`src/rtl/bc_to_num_decoder.sv`:
```
// Serial 11-module barcode reader: frames, validates and decodes to a 4-bit number.
// Optional BC_TIMEOUT_EN macro enables the inter-module gap timeout.
module bc_to_num_decoder #(
  parameter int TIMEOUT = 15
) (
  input  logic        clk,
  input  logic        rst,
  input  logic        scan_valid,
  input  logic        scan_bit,
  output logic [3:0]  num,
  output logic        num_valid,
  output logic        err,
  output logic        busy,
  output logic [10:0] bc
);

  typedef enum logic [1:0] {IDLE, SHIFT, DECODE} state_t;

  state_t      state, state_nxt;
  logic [10:0] frame, frame_nxt, frame_shift;
  logic [3:0]  count, count_nxt, count_inc;
  logic [3:0]  num_nxt, dec_num;
  logic [10:0] bc_nxt;
  logic        num_valid_nxt, err_nxt, busy_nxt, dec_ok;

`ifdef BC_TIMEOUT_EN
  logic [7:0]  gap, gap_nxt;
`else
  logic        unused_timeout;
  assign unused_timeout = (TIMEOUT == 0);
`endif

  assign frame_shift = {frame[9:0], scan_bit};
  assign count_inc   = (count == 4'd11) ? count : count + 4'd1;

  // Guard/stop/Manchester check on the frame as it will look after this module.
  always_comb begin
    dec_ok  = (frame_shift[10:9] == 2'b10) && frame_shift[0];
    dec_num = '0;
    for (int i = 0; i < 4; i++) begin
      dec_ok     = dec_ok && (frame_shift[2*i+2] ^ frame_shift[2*i+1]);
      dec_num[i] = frame_shift[2*i+2];
    end
  end

  // Results are registered on the edge that accepts the last module, so the
  // pulse lines up with the single DECODE cycle.
  always_comb begin
    state_nxt     = state;
    frame_nxt     = frame;
    count_nxt     = count;
    num_nxt       = num;
    bc_nxt        = bc;
    num_valid_nxt = 1'b0;
    err_nxt       = 1'b0;
`ifdef BC_TIMEOUT_EN
    gap_nxt       = gap;
`endif
    case (state)
      IDLE: begin
        if (scan_valid && scan_bit) begin
          frame_nxt = 11'd1;
          count_nxt = 4'd1;
          state_nxt = SHIFT;
        end
      end
      SHIFT: begin
        if (scan_valid) begin
          frame_nxt = frame_shift;
          count_nxt = count_inc;
`ifdef BC_TIMEOUT_EN
          gap_nxt   = '0;
`endif
          if (count_inc == 4'd11) begin
            state_nxt = DECODE;
            bc_nxt    = frame_shift;
            if (dec_ok) begin
              num_nxt       = dec_num;
              num_valid_nxt = 1'b1;
            end else begin
              err_nxt = 1'b1;
            end
          end
        end
`ifdef BC_TIMEOUT_EN
        else begin
          gap_nxt = gap + 8'd1;
          if (gap_nxt == 8'(TIMEOUT)) begin
            state_nxt = DECODE;
            err_nxt   = 1'b1;
            bc_nxt    = frame << (4'd11 - count);
          end
        end
`endif
      end
      DECODE: begin
        state_nxt = IDLE;
        count_nxt = '0;
`ifdef BC_TIMEOUT_EN
        gap_nxt   = '0;
`endif
      end
      default: state_nxt = IDLE;
    endcase
    busy_nxt = (state_nxt != IDLE);
  end

  always_ff @(posedge clk) begin
    if (rst) begin
      state     <= IDLE;
      frame     <= '0;
      count     <= '0;
      num       <= '0;
      num_valid <= 1'b0;
      err       <= 1'b0;
      busy      <= 1'b0;
      bc        <= '0;
`ifdef BC_TIMEOUT_EN
      gap       <= '0;
`endif
    end else begin
      state     <= state_nxt;
      frame     <= frame_nxt;
      count     <= count_nxt;
      num       <= num_nxt;
      num_valid <= num_valid_nxt;
      err       <= err_nxt;
      busy      <= busy_nxt;
      bc        <= bc_nxt;
`ifdef BC_TIMEOUT_EN
      gap       <= gap_nxt;
`endif
    end
  end

endmodule

```
`config.mk`:
```
export PLATFORM = sky130hd
export DESIGN_NAME = bc_to_num_decoder
export DESIGN_NICKNAME = d
export VERILOG_FILES = /design/src/rtl/bc_to_num_decoder.sv
export SDC_FILE = /design/constraint.sdc
export NUM_CORES = 1
export LEC_CHECK = 0
export CELL_PAD_IN_SITES_DETAIL_PLACEMENT = 2
export CELL_PAD_IN_SITES_GLOBAL_PLACEMENT = 2
export CORE_MARGIN = 2
export CORE_UTILIZATION = 30
export CTS_BUF_LIST = sky130_fd_sc_hd__clkbuf_4
export DETAILED_ROUTE_END_ITERATION = 10
export PLACE_DENSITY = 0.86
export SYNTH_ARGS = -nofsm -noshare
export SYNTH_HDL_FRONTEND = slang
export SYNTH_SLANG_ARGS = --single-unit
export TNS_END_PERCENT = 100
```
`constraint.sdc`:
```
create_clock -name clk -period 1.9 [get_ports clk]
set_input_delay 0.38 -clock clk [delete_from_list [all_inputs] [get_ports clk]]
set_output_delay 0.38 -clock clk [all_outputs]
set_load 0.005 [all_outputs]
```
==> impl_metrics.py <==
metrics = {
    "synthesis": {
        "synth_top_family_by_area": "simple AND/OR/NAND/NOR gates",
        "yosys_warnings": 0,
        "ys_ff_latch": 34,
        "yosysTopAreaCell": "dfxtp_1",
        "synth.area.top_cells": "dfxtp_1 44%, mux2i_1 9.7%, nor2_1 8.7%",
        "synth_fa_ha_area_share_pct": 4.05,
        "synth_edf_count": 0,
        "netlist_instances": 180,
        "netlist_area_um2": 1550,
        "synth_compound_area_share_pct": 9.63,
        "synth.top_cell.area_share_pct": 44.0,
        "synthFlopType": "dfxtp_1",
        "yosysSeqAreaShare_pct": 44.0,
        "synthArstFlopShare_pct": 0,
        "synth_xor_xnor_area_share_pct": 2.83,
        "ys_types": 32,
        "synth.mux.area_fraction_pct": 10.4,
        "synth_nets": 189,
        "synth.avg_cell_area_um2": 8.59,
        "synthSimpleGateAreaFrac_pct": 25.5,
    },
    "die": {
        "die_y_um": 75.8,
        "die-width_um": 75.8,
        "die_area_um2": 5740,
        "core_um2": 5040,
        "start_util_pct": 30.7,
        "rows": 26,
        "ios": 22,
    },
    "final_layout": {
        "nNetsFinal": 223,
        "stdcell_area_um2": 2010,
        "diodes": 0,
        "area_delta_synth_final_pct": 30.3,
        "drive_gt1_share_pct": 14.9,
        "final_util_pct": 40.0,
    },
    "power": {
        "powerDensity_nw_per_um2": 634,
        "power_leakage_nw": 0.823,
        "p_total_mw": 1.28,
        "ir_drop_mv": 0.327,
    },
    "cts": {
        "cts.sinks": 34,
        "htreeDepth": 2,
        "postCtsSetupBuffers": 0,
        "clk_latency_ns": 0.34,
        "cts_buffer_depth": 2,
        "numCtsBuffers": 5,
        "clock_tree.root_cell": "clkbuf_4",
        "cts_tree": "done",
        "clk_pin_slew_ns": 0.11,
    },
    "global_route": {
        "grt-ovfl-total": 0,
        "grt_pass1_wl_mm": 6.91,
        "grt_usage_pct": 16.2,
        "grt_max_degree": 21,
        "antenna_found_initial": 0,
        "grt_pass1_vias": 1451,
    },
    "setup_path": {
        "worstSetupStartpoint": "state[1]$_SDFF_PP0_",
        "r2r_slack_ns": 0.1,
        "cp.required_ns": 2.14,
        "reg2reg_from": "state[1]$_SDFF_PP0_",
        "endpoint_kind": "register",
        "path_cells": "inv_1, ha_2, buf_4, mux2_2, nand2_1, buf_12, nor2_1, a21oi_1, nor2_1",
        "slowest_stage": "dfxtp_2",
        "cp.arrival_ns": 2.04,
        "cpPeakStageDelay_ns": 0.35,
        "crit_fanout": 18,
        "startpoint_type": "register",
        "cp_common_cell": "nor2_1",
        "path_class": "reg -> reg",
    },
    "sta": {
        "worst_pin_slew_ns": 0.410,
        "fin_skew_ns": 0.00422,
        "setup_viol": 0,
        "period_minus_slack_ns": 1.80,
        "fmax_ghz": 0.555,
        "drv_slew": 0,
        "finalCritPeriodShare_pct": 94.8,
        "fin_ws_ns": 0.0992,
        "slew_headroom_pct": 72.6,
        "rsz0062_at_grt": "true",
        "hold_viol": 0,
    },
    "place": {
        "place_area_um2": 1940,
        "pre_cts_ws_ns": -0.108,
        "gp_congestion": 0.696,
        "io_buffers": 21,
        "hpwl_mm": 3.18,
    },
    "detailed_routing": {
        "drt-total-wl_mm": 4.23,
        "avgViaCountPerCell": 4.78,
        "routedWlPerCell_um": 14.8,
        "drt_iter0_markers": 12,
        "drc": 0,
        "ant_nets": 0,
        "drtPass1Iterations": 4,
        "routed-via-count": 1361,
    },
    "flow_run": {
        "drv_cap": 0,
    },
    "outcome": {
        "status": "complete, no violations",
    },
    "hold_path": {
        "min_from": "num[1]$_SDFFE_PP0P_",
        "hold_class": "reg -> reg",
    },
}
-- what timing repair did --
item,4_1_cts,5_1_grt
resized for setup,1,6
cloned,0,0
endpoints found under the setup margin,1,20
hold endpoints to repair,0,0
hold buffers,0,0
-- cell usage after synthesis (2+ instances only) --
library cell / instances
nor2b_1: 3
xor2_1: 4
o21ai_0: 5
ha_1: 5
clkbuf_1: 5
nand2b_1: 9
or3_1: 2
dfxtp_1: 34
mux2i_1: 15
inv_1: 4
a21oi_1: 18
nand3b_1: 2
buf_2: 2
nand2_1: 14
nand3_1: 5
nor3_1: 2
nor2_1: 36
-- metrics by stage --
step | TNS, ns | cells | hold WS (ns)
floorplan | 0 | 180 | 0.465
global placement | -0.0149 | 277 | 0.459
detailed placement | -0.277 | 277 | 0.470
CTS | 0 | 285 | 0.493
global route | -0.101 | 285 | 0.517
finish | 0 | 285 | 0.487
-- final cells by class --
type | instances | area [um^2]
timing repair buffer | 36 | 352
clock buffer | 5 | 37.5
clock inverter | 3 | 20.0
tap | 70 | 87.6
fill | 581 | 3030
multi-input combinational | 133 | 820
inverter | 4 | 15.0
sequential | 34 | 683
-- power breakdown --
part	total (mW)	internal, mW	switching, mW
Sequential	0.726	0.720	0.00618
Clock	0.411	0.144	0.267
Combinational	0.140	0.0623	0.0776
-- kinds of logic after synthesis --
kind of cell             count (synthesis)
flip-flops                              34
buffers and inverters                   13
AND/OR/NAND/NOR                         80
multiplexers                            16
XOR/XNOR                                 5
adder cells (fa/ha/maj)                  5
AO/OA/AOI/OAI                           27
-- worst paths after layout --
| kind | cells after the start | end |
|---|---|---|
| worst max-delay path | 9 | frame[7]$_SDFFE_PP0P_ |
| worst min register to register | 2 | num[1]$_SDFFE_PP0P_ |
| worst min-delay path | 2 | num[1]$_SDFFE_PP0P_ |
| worst max register to register | 9 | frame[7]$_SDFFE_PP0P_ |
-- placed cells by master, fill, tap and decap left out, types with 2 or more instances in the layout --
cell type	count
nor2_1	35
dfxtp_1	32
clkdlybuf4s50_1	21
a21oi_1	18
mux2i_1	15
nand2_1	14
buf_4	12
nand2b_1	9
nand3_1	5
o21ai_0	5
clkbuf_4	5
inv_1	4
xor2_1	4
ha_1	4
or3_1	2
nor2b_1	2
nor3_1	2
nand3b_1	2
buf_12	2
dfxtp_2	2
-- flip-flops by register name, indices dropped and copies added (netlist names) --
| signal | count |
|---|---|
| bc | 11 |
| num | 4 |
| err | 1 |
| state | 2 |
| frame | 10 |
| busy | 1 |
| num_valid | 1 |
| count | 4 |
-- metal layers --
metal | global-route usage [%] | up-vias | share of wire, %
li1 | - | 667 | -
met1 | 17.4 | 676 | 39
met2 | 31.8 | 16 | 57
met3 | 3.97 | 2 | 2.6
met4 | 2.92 | 0 | 0.50
met5 | 0 | - | 0
-- worst max-delay path, delay by kind of cell (launching register included) --
family | cells | cell delay [ns]
adders and majority gates | 1 | 0.24
and+or+nand+nor | 3 | 0.23
AOI/OAI and AO/OA | 1 | 0.16
DFF | 1 | 0.35
buffers and inverters | 3 | 0.40
muxes | 1 | 0.33
No activity file was read; power rests on OpenSTA's default activity.
